$ cat config.mk
export PLATFORM = sky130hd
export DESIGN_NAME = register_scoreboard
export DESIGN_NICKNAME = d
export VERILOG_FILES = /design/src/rtl/register_scoreboard.sv
export SDC_FILE = /design/constraint.sdc
export NUM_CORES = 1
export LEC_CHECK = 0
export ABC_CLOCK_PERIOD_IN_PS = 5600
export BUFFER_PORTS_ARGS = -buffer_cell sky130_fd_sc_hd__buf_2
export CAP_MARGIN = 20
export CORE_UTILIZATION = 55
export CTS_CLUSTER_SIZE = 24
export DETAILED_ROUTE_END_ITERATION = 8
export GPL_ROUTABILITY_DRIVEN = 1
export HOLD_SLACK_MARGIN = 0.15
export PLACE_DENSITY = 0.82
export RECOVER_POWER = 100
export SKIP_LAST_GASP = 1
export SLEW_MARGIN = 15
export SYNTH_ARGS = -nofsm -noshare
export SYNTH_HDL_FRONTEND = slang
export SYNTH_SLANG_ARGS = --single-unit
export TNS_END_PERCENT = 20
$ cat constraint.sdc
create_clock -name clk -period 5.6 [get_ports clk]
set_input_delay 1.12 -clock clk [delete_from_list [all_inputs] [get_ports clk]]
set_output_delay 1.12 -clock clk [all_outputs]
set_load 0.05 [all_outputs]
$ cat src/rtl/register_scoreboard.sv
// Per-register in-flight writer counters between decode and writeback.
// Produces read-after-write contention, issue stall and a sticky protocol error.
module register_scoreboard #(
  parameter int NUM_REGISTERS           = 32,
  parameter int REGISTER_INDEXING_WIDTH = $clog2(NUM_REGISTERS),
  parameter int MAX_IN_FLIGHT           = 3,
  parameter int COUNT_WIDTH             = $clog2(MAX_IN_FLIGHT + 1)
) (
  input  logic                               clk,
  input  logic                               rst_n,
  input  logic [REGISTER_INDEXING_WIDTH-1:0] register_read_1,
  output logic                               register_read_1_contended,
  input  logic [REGISTER_INDEXING_WIDTH-1:0] register_read_2,
  output logic                               register_read_2_contended,
  input  logic                               issue_valid,
  input  logic [REGISTER_INDEXING_WIDTH-1:0] issue_register,
  output logic                               issue_stall,
  input  logic                               retire_valid,
  input  logic [REGISTER_INDEXING_WIDTH-1:0] retire_register,
  input  logic                               squash_valid,
  input  logic [REGISTER_INDEXING_WIDTH-1:0] squash_register,
  output logic                               any_pending,
  output logic                               protocol_error
);

  typedef logic [COUNT_WIDTH-1:0] count_t;

  count_t count_q [NUM_REGISTERS];
  count_t count_d [NUM_REGISTERS];
  logic   error_q, error_d;

  logic [NUM_REGISTERS-1:0] issue_hit, retire_hit, squash_hit;
  logic                     read_1_busy, read_2_busy, stall_state, pending_q;

  // Register 0 never produces a hit, so its counter stays at zero forever.
  always_comb begin
    issue_hit  = '0;
    retire_hit = '0;
    squash_hit = '0;
    if (issue_valid && issue_register != '0)
      issue_hit[issue_register] = 1'b1;
    if (retire_valid && retire_register != '0)
      retire_hit[retire_register] = 1'b1;
    if (squash_valid && squash_register != '0)
      squash_hit[squash_register] = 1'b1;
  end

  // Same-cycle decrements resolve the hazard because the register file is write-through.
  assign read_1_busy = (register_read_1 != '0) &&
                       (int'(count_q[register_read_1]) >
                        int'(retire_hit[register_read_1]) + int'(squash_hit[register_read_1]));
  assign read_2_busy = (register_read_2 != '0) &&
                       (int'(count_q[register_read_2]) >
                        int'(retire_hit[register_read_2]) + int'(squash_hit[register_read_2]));
  assign stall_state = (issue_register != '0) &&
                       (int'(count_q[issue_register]) -
                        int'(retire_hit[issue_register]) - int'(squash_hit[issue_register])
                        >= MAX_IN_FLIGHT);

  always_comb begin
    pending_q = 1'b0;
    for (int r = 1; r < NUM_REGISTERS; r++)
      pending_q = pending_q | (count_q[r] != '0);
  end

  assign register_read_1_contended = rst_n && read_1_busy;
  assign register_read_2_contended = rst_n && read_2_busy;
  assign issue_stall               = !rst_n || stall_state;
  assign any_pending               = rst_n && pending_q;
  assign protocol_error            = error_q;

  always_comb begin
    int nxt;
    nxt     = 0;
    error_d = error_q;
    for (int r = 0; r < NUM_REGISTERS; r++) begin
      count_d[r] = count_q[r];
      if (r != 0) begin
        nxt = int'(count_q[r]) + int'(issue_hit[r]) - int'(retire_hit[r]) - int'(squash_hit[r]);
        if (nxt > MAX_IN_FLIGHT) begin
          count_d[r] = COUNT_WIDTH'(MAX_IN_FLIGHT);
          error_d    = 1'b1;
        end else if (nxt < 0) begin
          count_d[r] = '0;
          error_d    = 1'b1;
        end else begin
          count_d[r] = COUNT_WIDTH'(nxt);
        end
      end
    end
  end

  always_ff @(posedge clk) begin
    if (!rst_n) begin
      for (int r = 0; r < NUM_REGISTERS; r++)
        count_q[r] <= '0;
      error_q <= 1'b0;
    end else begin
      for (int r = 0; r < NUM_REGISTERS; r++)
        count_q[r] <= count_d[r];
      error_q <= error_d;
    end
  end

endmodule

==> flow_metrics.py <==
metrics = {
    "yosys": {
        "yosys.cell_types.count": 68,
        "synthCells": 1205,
        "ys_async_sr_fraction_pct": 0,
        "avgSynthCellArea_sq_um": 8.20,
        "yosys_warnings": 0,
        "synth_edf_count": 0,
        "syn_nets": 1430,
        "synth-seq-cells": 63,
        "synth-main-ff-cell": "dfxtp_1",
        "synth_area_sq_um": 9880,
        "yosysSeqAreaShare_pct": 12.8,
    },
    "clock_tree": {
        "cts_resized": 0,
        "worstSkewPairLatency_ps": 350,
        "cts_sinks": 63,
        "cts_hold_buf": 0,
        "cts-root-buf": "clkbuf_16",
        "postCtsSetupRepairBufs": 0,
        "cts_tree": "built",
        "cts_buffer_depth": 2,
        "htree_levels": 3,
        "cts_buffers": 9,
        "clk_pin_slew_ps": 60,
    },
    "placed_design": {
        "post-place-ws_ps": 307,
        "dp.cells": 1430,
        "portBuffers": 34,
        "gp_congestion": 0.996,
        "dp_hpwl_microns": 24900,
    },
    "sta": {
        "setup_ws_ps": 221,
        "fin_tns_setup_ps": 0,
        "finalHoldViolations": 0,
        "drv_slew": 0,
        "relSlewSlack_pct": 28.9,
        "worstMarginPinSlew_ps": 1070,
        "timing.fmax_mhz": 186,
        "min_period_ps": 5380,
        "setup_viol": 0,
        "skew_ps": 4.13,
        "post-route-period-util_pct": 96.1,
        "rsz0062_at_grt": "false",
    },
    "floorplan": {
        "ios": 35,
        "core_sq_um": 17400,
        "start_util_pct": 56.8,
        "die_x_microns": 136,
        "row_count": 48,
        "die_y_microns": 136,
        "dieArea_sq_um": 18500,
    },
    "critical_path": {
        "worstPathCellList": "clkbuf_1 > mux4_2 > a21oi_1 > a21o_1 > ha_1 > ha_1 > inv_1 > fa_1 > nand2_1 > o31ai_1 > clkbuf_2",
        "worst-r2r-setup-slack_ps": 1800,
        "crit_top_cell": "ha_1",
        "cp.depth": 11,
        "arrival_ps": 4260,
        "cp-end-kind": "output pin",
        "path_buf_inv": 3,
        "r2r_end": "protocol_error$_SDFFE_PN0P_",
        "slowest_stage": "clkbuf_1",
        "critPathMaxStageDelay_ps": 770,
        "worstPathMaxFanout": 20,
        "startpoint_type": "input port",
        "cpLargestDelayFamily": "buffers and inverters",
        "crit_required_ps": 4480,
        "worst_r2r_path_depth": 12,
        "r2r-start": "count_q[1][0]$_SDFF_PN0_",
        "critPathKind": "in2out",
    },
    "final_layout": {
        "fin_cells": 1448,
        "seqCellArea_sq_um": 1260,
        "multi_input_area_sq_um": 7650,
        "layout_commonest_cell": "inv_1",
        "drive_above_1_share_pct": 10.9,
        "num-nets-final": 1441,
        "final_cell_mix": "202 x inv_1, 163 x ha_1, 146 x nor2_1, 69 x nand2_1, 63 x dfxtp_1",
        "area_growth_pct": 6.65,
        "fillCellCount": 1498,
    },
    "detailed_routing": {
        "vias": 9223,
        "viasPerCell": 6.37,
        "dr.pass1.iters": 6,
        "antenna_left": 0,
        "drt-total-wl_microns": 31500,
        "routedWlPerCell_microns": 21.7,
        "drt-initial-drc-count": 917,
        "drc": 0,
    },
    "status": {
        "status": "complete, no violations",
    },
    "global_routing": {
        "grt_pass1_vias": 8761,
        "grt_pass1_wl_microns": 48100,
        "grt_max_degree": 29,
        "grt_antenna_before_repair": 3,
        "track_usage_pct": 35.4,
        "overflow": 0,
    },
    "worst_hold_path": {
        "hold_path.class": "reg2reg",
        "hold_start": "count_q[1][1]$_SDFF_PN0_",
        "whs_path_depth": 2,
        "whs_endpoint": "count_q[1][0]$_SDFF_PN0_",
    },
    "power": {
        "static-leakage-power_nw": 4.87,
        "ir_drop_mv": 0.199,
        "finalPower_mw": 4.26,
        "power_density_nw_per_um2": 404,
    },
    "run": {
        "maxCapViolCount": 0,
    },
}
where the power goes:
| part | switching (mW) | total [mW] | internal (mW) | leakage [nW] |
|---|---|---|---|---|
| logic | 1.37 | 2.51 | 1.14 | 4.20 |
| clock network | 0.233 | 0.589 | 0.356 | 0.138 |
| registers | 0.504 | 1.16 | 0.659 | 0.527 |
| total | 2.11 | 4.26 | 2.15 | 4.87 |
kinds of logic (layout without fill, tap and decap cells):
| logic type | Yosys count | in the layout | synth area share (%) |
|---|---|---|---|
| AOI/OAI and AO/OA | 173 | 173 | 11.8 |
| xor gates and xnor gates | 57 | 57 | 5.35 |
| adders and majority gates | 195 | 195 | 27.1 |
| buffers and inverters | 253 | 269 | 9.77 |
| DFF | 63 | 63 | 12.8 |
| muxes | 59 | 59 | 12.7 |
| other | 0 | 2 | 0 |
| and+or+nand+nor | 405 | 405 | 20.6 |
metal layers:
metal / track usage (%) / up-vias / part of all wire, %
met3: 8.46 / 147 / 13
met1: 43.8 / 4354 / 37
met2: 54.7 / 586 / 43
met4: 23.5 / 2 / 6.8
met5: 0 / - / 0.051
li1: - / 4134 / -
worst min-delay path: stages, from the launching register on:
cell and delay [ps]:
dfxtp_1 420, xor2_2 270, a211oi_1 100
flip-flops by register name, summed over array words and instances (netlist names):
signal / cells
protocol_error: 1
count_q: 62
worst max-delay path by stage:
| stage | from | end | slack, ps |
|---|---|---|---|
| 6_report | issue_register[4] | issue_stall | 220 |
| 3_3_place_gp | issue_register[1] | issue_stall | 320 |
| 3_5_place_dp | issue_register[1] | issue_stall | 310 |
| 2_1_floorplan | register_read_2[0] | register_read_2_contended | -450 |
| 4_1_cts | issue_register[1] | issue_stall | 310 |
| 5_1_grt | issue_register[4] | issue_stall | 140 |
cell usage after synthesis, types with 17 or more instances:
master	n	area [sq um]
nor2b_1	30	188
clkbuf_1	35	131
mux4_2	50	1130
ha_1	163	2040
nand4_1	18	113
nor2_1	146	548
inv_1	202	758
dfxtp_1	63	1260
nor4_1	17	106
xor2_1	29	254
xnor2_1	24	210
nand2b_1	36	225
fa_1	32	641
o21ai_0	27	135
a21oi_1	50	250
nand2_1	69	259
per-stage QoR:
| step | hold slack [ps] | cell area, sq um | utilization, % |
|---|---|---|---|
| after floorplan | 677 | 9890 | - |
| after global placement | 811 | 10300 | 58.9 |
| after detailed placement | 827 | 10300 | 58.9 |
| after CTS | 841 | 10600 | 60.7 |
| after global routing | 864 | 10500 | 60.5 |
| final | 832 | 10500 | 60.5 |
cell type report:
type | count | area share (%)
clock inverter | 5 | 0.546
antenna | 2 | 0.0475
multi-input combinational | 889 | 72.6
sequential | 63 | 12.0
timing repair buffer | 51 | 2.67
inverter | 202 | 7.19
tap | 225 | 2.67
clock buffer | 11 | 2.30
Power figures use the tool's default switching activity.
